[src/rtl/gate_guard.sv]
// gate_guard: gate-drive supervisor with illegal-command and short-circuit trips.
// Per-bit minimum dwell is compiled in when GATE_GUARD_MIN_DWELL_EN is defined.
module gate_guard #(
  parameter int unsigned MIN_DWELL  = 4,
  parameter int unsigned SHORT_FILT = 3
) (
  input  logic       clk,
  input  logic       rst,
  input  logic [5:0] Sin,
  input  logic       short_in,
  input  logic       fault_clr,
  output logic [5:0] Gout,
  output logic       fault,
  output logic [1:0] fault_code,
  output logic       armed
);

  localparam int unsigned NB = 6;
  localparam int unsigned CW = 4;
  localparam logic [CW-1:0] FILT_MAX   = CW'(SHORT_FILT);
  localparam logic [1:0]    CODE_NONE  = 2'b00;
  localparam logic [1:0]    CODE_SHORT = 2'b01;
  localparam logic [1:0]    CODE_ILL   = 2'b10;

  if ((MIN_DWELL < 1) || (MIN_DWELL > 15) || (SHORT_FILT < 1) || (SHORT_FILT > 15)) begin : g_param_err
    $error("gate_guard: MIN_DWELL and SHORT_FILT must be in 1..15");
  end

  typedef enum logic [1:0] {
    IDLE  = 2'd0,
    RUN   = 2'd1,
    FAULT = 2'd2
  } state_e;

  state_e        state_q, state_d;
  logic          sync1_q, sync2_q;
  logic [CW-1:0] filt_q, filt_d;
  logic [NB-1:0] gout_q, gout_d;
  logic [1:0]    code_q, code_d;
  logic          fault_q, armed_q;
  logic [2:0]    pair_on_c;
  logic          illegal_c, trip_c, sin_zero_c;
  logic [NB-1:0] run_gout_c;

  // Command decode: a pair with both switches on is a shoot-through; two at once is illegal
  assign pair_on_c  = {&Sin[5:4], &Sin[3:2], &Sin[1:0]};
  assign illegal_c  = (pair_on_c[2] & pair_on_c[1]) | (pair_on_c[2] & pair_on_c[0]) |
                      (pair_on_c[1] & pair_on_c[0]);
  assign sin_zero_c = (Sin == '0);

  // Trip on the edge where the filter count would reach the threshold
  assign trip_c = sync2_q && (filt_q >= (FILT_MAX - CW'(1)));

  always_comb begin
    filt_d = filt_q;
    if (!sync2_q) begin
      filt_d = '0;
    end else if (filt_q < FILT_MAX) begin
      filt_d = filt_q + CW'(1);
    end
  end

  // Supervisor FSM; a short outranks an illegal command
  always_comb begin
    state_d = state_q;
    code_d  = code_q;
    unique case (state_q)
      IDLE: begin
        if (trip_c) begin
          state_d = FAULT;
          code_d  = CODE_SHORT;
        end else if (illegal_c) begin
          state_d = FAULT;
          code_d  = CODE_ILL;
        end else if (sin_zero_c) begin
          state_d = RUN;
        end
      end
      RUN: begin
        if (trip_c) begin
          state_d = FAULT;
          code_d  = CODE_SHORT;
        end else if (illegal_c) begin
          state_d = FAULT;
          code_d  = CODE_ILL;
        end
      end
      FAULT: begin
        if (fault_clr && !sync2_q && sin_zero_c) begin
          state_d = IDLE;
          code_d  = CODE_NONE;
        end
      end
      default: begin
        state_d = IDLE;
        code_d  = CODE_NONE;
      end
    endcase
  end

`ifdef GATE_GUARD_MIN_DWELL_EN
  localparam logic [CW-1:0] DWELL_LOAD = CW'(MIN_DWELL - 1);

  logic [CW-1:0] dwell_q [NB];
  logic [CW-1:0] dwell_d [NB];

  // A bit may only move once its hold counter has run out
  always_comb begin
    run_gout_c = gout_q;
    for (int i = 0; i < NB; i++) begin
      dwell_d[i] = dwell_q[i];
      if (state_d == FAULT) begin
        dwell_d[i] = '0;
      end else if (state_q == RUN) begin
        if (dwell_q[i] != '0) begin
          dwell_d[i] = dwell_q[i] - CW'(1);
        end else if (Sin[i] != gout_q[i]) begin
          run_gout_c[i] = Sin[i];
          dwell_d[i]    = DWELL_LOAD;
        end
      end
    end
  end

  always_ff @(posedge clk or posedge rst) begin
    if (rst) begin
      for (int i = 0; i < NB; i++) begin
        dwell_q[i] <= '0;
      end
    end else begin
      for (int i = 0; i < NB; i++) begin
        dwell_q[i] <= dwell_d[i];
      end
    end
  end
`else
  assign run_gout_c = Sin;
`endif

  // Gates are driven only while staying in RUN
  always_comb begin
    gout_d = '0;
    if ((state_q == RUN) && (state_d == RUN)) begin
      gout_d = run_gout_c;
    end
  end

  always_ff @(posedge clk or posedge rst) begin
    if (rst) begin
      state_q <= IDLE;
      sync1_q <= 1'b0;
      sync2_q <= 1'b0;
      filt_q  <= '0;
      gout_q  <= '0;
      code_q  <= CODE_NONE;
      fault_q <= 1'b0;
      armed_q <= 1'b0;
    end else begin
      state_q <= state_d;
      sync1_q <= short_in;
      sync2_q <= sync1_q;
      filt_q  <= filt_d;
      gout_q  <= gout_d;
      code_q  <= code_d;
      fault_q <= (state_d == FAULT);
      armed_q <= (state_d == RUN);
    end
  end

  assign Gout       = gout_q;
  assign fault      = fault_q;
  assign fault_code = code_q;
  assign armed      = armed_q;

endmodule
[config.mk]
export PLATFORM = sky130hd
export DESIGN_NAME = gate_guard
export DESIGN_NICKNAME = d
export VERILOG_FILES = /design/src/rtl/gate_guard.sv
export SDC_FILE = /design/constraint.sdc
export NUM_CORES = 1
export LEC_CHECK = 0
export CAP_MARGIN = 20
export CORE_UTILIZATION = 44
export CTS_BUF_LIST = sky130_fd_sc_hd__clkbuf_8
export CTS_CLUSTER_SIZE = 14
export DETAILED_ROUTE_END_ITERATION = 16
export PLACE_DENSITY = 0.76
export SYNTH_ARGS = -nofsm -noshare
export SYNTH_HDL_FRONTEND = slang
export SYNTH_SLANG_ARGS = --single-unit
[constraint.sdc]
create_clock -name clk -period 1.6 [get_ports clk]
set_input_delay 0.16 -clock clk [delete_from_list [all_inputs] [get_ports clk]]
set_output_delay 0.16 -clock clk [all_outputs]
set_load 0.03 [all_outputs]
==> flow_summary_export.csv, run 1 <==
group,metric,value,unit
worst_setup_path,worstPathArrival,1.79,ns
routing,ant_nets,0,
worst_setup_path,r2r_start,"filt_q[1]",
sta,grt_setup_unrepaired,"yes",
logic_synthesis,yosys_warnings,0,
clock_tree,clockBufferDepth,2,
routing,first_iter_violations,13,
finish,final_layout_size_suffix_gt1_frac,0.287,
sta,timing.final.hold_violations,0,
routing,routed_wl,1.72,mm
sta,slew_violations,0,
worst_setup_path,startpoint_type,"flip-flop",
sta,relSlewSlack,0.730,
placed_design,place_inst,111,
logic_synthesis,netlist.top_cell.by_area,"dfrtp_1",
power,leakage,0.501,nW
power,internal-power,856,uW
clock_tree,clk_pin_slew,0.07,ns
power,power_frac_seq,0.445,
worst_setup_path,slowest_stage,"dfrtp_2",
logic_synthesis,yosys-top-cells-area,"dfrtp_1 (60%), nand2_1 (4.5%), ha_1 (3.3%)",
logic_synthesis,syn_nets,78,
global_route,grt_pass1_wl,2.79,mm
sta,fin_crit_sh,1.00,
worst_setup_path,crit_type,"reg -> reg",
outcome,outcome,"complete, but fails checks",
global_route,grt_max_degree,19,
logic_synthesis,syn_inst,66,
worst_setup_path,cpPeakStageDelay,0.44,ns
run,maxCapViolations,0,
placed_design,portBuffers,19,
routing,drc,2,
sta,final.min_clock_period,1.60,ns
power,pwr-share-comb,0.298,
routing,first_pass_iters,10,
power,swShare,0.297,
floorplan,dieWidth,43.4,um
sta,fmax,624,MHz
min_path,hold_path.class,"in -> async",
outcome,violations,"design-rule violations, negative setup slack",
placed_design,gp_congestion,0.787,
power,power_density,1030,nW/um2
logic_synthesis,yosysUniqueCellTypes,25,
clock_tree,numCtsBuffers,3,
floorplan,die_h,43.4,um
global_route,grt_pass1_vias,656,
routing,wire_per_inst,14.7,um
floorplan,start_util,0.484,
finish,fin_area,1180,um2
sta,report.final.setup_viol,2,
global_route,grtUsageTotal,0.213,
logic_synthesis,synth_top_area_share,0.597,
logic_synthesis,syn_area,754,um2
worst_setup_path,crit_required,1.78,ns
finish,n_antenna_cell,0,
sta,finClkSkew,0.00335,ns
finish,mostFrequentLayoutCell,"clkdlybuf4s50_1",
finish,layout.nets,115,
worst_setup_path,critPathCaptureType,"flip-flop",
floorplan,coreArea,1560,um2
worst_setup_path,cp_max_fo,7,
floorplan,pin_count,20,
sta,fin_setup_tns,-0.00358,ns
clock_tree,cts_tree,"built",
global_route,antenna_found_initial,0,
clock_tree,cts_sinks,18,
sta,setup_ws,-0.00347,ns
global_route,gr-total-overflow,0,
worst_setup_path,cpMostUsedCell,"buf_6",
finish,area_delta_synth_final,56.4,%
logic_synthesis,seq_area_frac_synth,0.597,
sta,worstMarginPinSlew,0.402,ns
logic_synthesis,avgSynthCellArea,11.4,um2
worst_setup_path,crit_chain,"buf_6 -> o41ai_4 -> o2111ai_4 -> buf_6 -> nor2_1",
clock_tree,clk_root_buffer_cell,"clkbuf_8",
clock_tree,clk_latency,0.25,ns
floorplan,rows,14,
finish,final_cell_mix,"clkdlybuf4s50_1 (19), dfrtp_1 (17), buf_4 (10)",
routing,vias,622,
floorplan,die_area,1880,um2
routing,vias_per_cell,5.32,
worst_setup_path,critPathLaunch,"filt_q[1]",
clock_tree,htreeDepth,1,
power,p_clk_frac,0.257,
placed_design,placed_cell_area,1040,um2
power,power.switching,362,uW
placed_design,dp_hpwl,1.24,mm
clock_tree,postCtsHoldBufs,0,
finish,final_cells,117,
logic_synthesis,ys_ff_latch,18,
power,peakVddDrop,0.885,mV
-- kinds of logic (layout without fill, tap and decap cells) --
logic type	Yosys count	in the layout	share of synthesized area
buffers and inverters	5	40	0.0249
adder cells (fa/ha/maj)	2	2	0.0332
AND/OR/NAND/NOR	25	25	0.169
XOR/XNOR	1	1	0.0116
flip-flops	18	18	0.597
AO/OA/AOI/OAI	15	15	0.164
-- sequential cells by signal, indices dropped and copies added, names as in the netlist --
name and cells:
Gout 6, filt_q 4, fault_code 2, state_q 2
armed 1, fault 1, sync1_q 1, sync2_q 1
-- power by group through the flow --
stage | registers, mW | clock network, mW | logic, mW
floorplan | 0.591 | 0 | 0.110
global placement | 0.543 | 0 | 0.298
detailed placement | 0.543 | 0 | 0.307
CTS | 0.539 | 0.312 | 0.321
global route | 0.548 | 0.334 | 0.398
finish | 0.542 | 0.313 | 0.364
-- cells in the mapped netlist --
cell / instances
dfrtp_1: 18
nand3_1: 1
nand2_1: 9
nor3_1: 1
ha_1: 2
clkbuf_1: 1
xnor2_1: 1
a22oi_1: 1
nand4_1: 1
and3b_1: 1
or3_1: 1
or4b_1: 1
inv_1: 4
o211a_1: 1
a21boi_0: 2
o21a_1: 1
and2_1: 3
o211ai_1: 2
o2111ai_1: 2
o2111ai_2: 1
o41ai_2: 1
o21ai_0: 2
a21oi_1: 2
or4_4: 1
nor2_1: 6
-- worst paths after layout --
| kind | endpoint | slack (ns) | cells past startpoint |
|---|---|---|---|
| worst max register to register | Gout[3] | -0.003 | 5 |
| worst min register to register | sync2_q | 0.35 | 0 |
| max in group asynchronous | filt_q[1] | 1.18 | 3 |
| worst max-delay path | Gout[3] | -0.003 | 5 |
| worst min-delay path | filt_q[2] | 0.22 | 3 |
| min in group clk | sync1_q | 0.35 | 1 |
-- layer usage --
layer	vias to the layer above	share of wire	track usage
li1	305	-	-
met1	297	0.42	0.239
met2	16	0.52	0.364
met3	4	0.037	0.0458
met4	0	0.020	0.138
met5	-	0	0
-- metrics by stage --
stage	power, mW	setup slack [ns]	util	hold slack [ns]
final	1.22	-0.00347	0.757	0.219
after floorplan	0.701	0.0777	-	0.0986
after global routing	1.28	-0.0503	0.757	0.241
after detailed placement	0.850	-0.130	0.669	0.341
after CTS	1.17	0.00174	0.713	0.231
after global placement	0.840	-0.0890	0.669	0.333
-- area by class of cell --
type / count / area [um2]
flip-flops and latches: 18 / 452
fillers: 109 / 379
multi-input cells: 43 / 342
repair buffers: 33 / 310
clock buffers: 3 / 41.3
well taps: 16 / 20.0
inverters: 4 / 15.0
-- worst max-delay path: cells and delay by family (launching register included) --
kind / cells / cell delay [ns]
AO/OA/AOI/OAI: 2 / 0.69
buffers and inverters: 2 / 0.33
AND/OR/NAND/NOR: 1 / 0.08
flip-flops: 1 / 0.44
-- timing repair --
item	CTS	global route
gates cloned	0	0
hold endpoints to repair	0	0
endpoints found under the setup margin	6	8
pin swaps	1	9
buffers inserted	2	1
gates resized for setup	1	17
(Power assumes the default switching activity.)
==> run 2, diff against run 1 <==
--- a/config.mk
+++ b/config.mk
@@ -11,6 +11,7 @@
 export CTS_CLUSTER_SIZE = 14
 export DETAILED_ROUTE_END_ITERATION = 16
 export PLACE_DENSITY = 0.76
+export SETUP_SLACK_MARGIN = 0.5
 export SYNTH_ARGS = -nofsm -noshare
 export SYNTH_HDL_FRONTEND = slang
 export SYNTH_SLANG_ARGS = --single-unit
==> run 2 against run 1 <==
- the run now ends clean
- power up 8.8%
- non-clock buffer count increased by 3
- largest cell class unchanged
- sequential share of layout area decreased by 1.2 points
- core utilization increased by 2.4 points
- worst hold slack improved by 0.0093 ns
- combinational power rose by 14%
- clock power rose by 17%
- critical path type unchanged
- global-route usage up 2.6 points
- sequential cell count did not move
- critical endpoint is now state_q[1]
==> flow_summary_export.csv, run 2 (synthesis gave the netlist of run 1 again) <==
group,metric,value,unit
routing,ant_nets,0,
clock_tree,clk_pin_slew,0.07,ns
sta,slew_violations,0,
global_route,antenna_found_initial,0,
clock_tree,cts_sinks,18,
floorplan,coreArea,1560,um2
global_route,grtUsageTotal,0.238,
finish,layout.nets,119,
global_route,grt_max_degree,19,
global_route,grt_use_met2,0.433,
power,pwr-share-comb,0.312,
routing,drc,0,
routing,first_iter_violations,14,
clock_tree,clk_root_buffer_cell,"clkbuf_8",
clock_tree,htreeDepth,1,
global_route,grtUsageMet1,0.289,
routing,routed_wl,2.05,mm
finish,final_layout_size_suffix_gt1_frac,0.396,
power,power_frac_seq,0.412,
worst_setup_path,startpoint_type,"flip-flop",
finish,fin_util,0.781,
placed_design,gp_congestion,0.807,
clock_tree,numCtsBuffers,3,
routing,wire_per_inst,16.8,um
power,swShare,0.299,
power,power_density,1090,nW/um2
power,internal-power,929,uW
power,p_clk_frac,0.276,
sta,timing.final.hold_violations,0,
finish,final_cell_mix,"dfrtp_1 (17), buf_4 (15), nand2_1 (9)",
worst_setup_path,crit_required,1.73,ns
power,peakVddDrop,0.652,mV
clock_tree,clockBufferDepth,2,
sta,fin_crit_sh,0.983,
placed_design,pre_cts_ws,-0.160,ns
worst_setup_path,cp_max_fo,5,
sta,worstMarginPinSlew,0.299,ns
finish,largest_reg_flops,6,
placed_design,dp_hpwl,1.23,mm
finish,area_delta_synth_final,61.4,%
sta,hold_slack,0.229,ns
finish,fill_cells,104,
finish,n_antenna_cell,0,
global_route,gr-total-overflow,0,
placed_design,portBuffers,19,
routing,vias_per_cell,5.66,
run,maxCapViolations,0,
floorplan,start_util,0.484,
routing,vias,690,
global_route,grtUsageMet3,0.0375,
sta,grt_setup_unrepaired,"yes",
global_route,grt-busiest-layer,"met2",
power,leakage,0.532,nW
worst_setup_path,crit_type,"reg -> reg",
floorplan,die_area,1880,um2
routing,first_pass_iters,4,
sta,setup_ws,0.0277,ns
floorplan,pin_count,20,
worst_setup_path,worstPathArrival,1.70,ns
clock_tree,cts_tree,"built",
worst_setup_path,critPathCaptureType,"flip-flop",
outcome,outcome,"finished, final reports clean",
floorplan,rows,14,
floorplan,dieWidth,43.4,um
global_route,grt_pass1_wl,3.16,mm
power,power.switching,397,uW
sta,report.final.setup_viol,0,
floorplan,die_h,43.4,um
min_path,hold_path.class,"in -> async",
global_route,grt_pass1_vias,686,
clock_tree,clk_latency,0.25,ns
sta,relSlewSlack,0.800,
finish,mostFrequentLayoutCell,"dfrtp_1",
sta,finClkSkew,0.000625,ns
sta,final.min_clock_period,1.57,ns
sta,fmax,636,MHz
[run 2: cell count changes in the layout (fill, tap and decap cells not counted), moves of 4 or more]
cell,change
nor2_2,-4
buf_4,+5
clkdlybuf4s50_1,-11
nor2_1,+5
clkdlybuf4s15_2,+7
[run 2: critical path: stages, from the launching register on]
cell and delay [ns]:
dfrtp_2 0.45, buf_6 0.14, o41ai_4 0.32, buf_4 0.20, o2111ai_4 0.16, a21boi_1 0.17
[run 2: power by group through the flow]
stage / Combinational (mW) / Clock [mW] / Sequential, mW
floorplan: 0.129 / 0 / 0.595
global placement: 0.304 / 0 / 0.548
detailed placement: 0.311 / 0 / 0.550
CTS: 0.355 / 0.372 / 0.535
global route: 0.438 / 0.392 / 0.551
finish: 0.414 / 0.366 / 0.546
[run 2: layout make-up]
class | instances | area, um2 | share of cell area
Clock buffer | 4 | 55.1 | 0.0452
Inverter | 4 | 15.0 | 0.0123
Tap cell | 16 | 20.0 | 0.0164
Timing Repair Buffer | 36 | 318 | 0.261
Multi-Input combinational cell | 44 | 358 | 0.294
Sequential cell | 18 | 452 | 0.371
[run 2: worst paths after layout]
path                           start         end  slack (ns)  cells after the start
max                        filt_q[1]  state_q[1]        0.03                      5
min                              rst   filt_q[0]        0.23                      3
max reg2reg                filt_q[1]  state_q[1]        0.03                      5
min reg2reg                  sync1_q     sync2_q        0.36                      0
max in group asynchronous        rst   filt_q[1]        1.16                      3
min in group clk            short_in     sync1_q        0.36                      1
[run 2: repair_timing]
item	CTS	global route
resized for setup	38	7
buffers inserted	5	2
endpoints found under the setup margin	24	15
hold buffers	0	0
cloned	1	0
pin swaps	4	4
[run 2: routing by layer]
metal  routed length (um)  vias to the layer above
met5                    0                        -
met4                   14                        0
met3                  106                        4
met2                 1090                       27
met1                  832                      341
li1                     -                      318
[run 2: metrics by stage]
step / std cells / cell area, um2 / power [mW] / TNS (ns)
2_1_floorplan: 66 / 783 / 0.723 / 0
3_3_place_gp: 110 / 1060 / 0.852 / -0.303
3_5_place_dp: 110 / 1060 / 0.861 / -0.590
4_1_cts: 120 / 1180 / 1.26 / 0
5_1_grt: 122 / 1220 / 1.38 / -0.0289
6_report: 122 / 1220 / 1.33 / 0
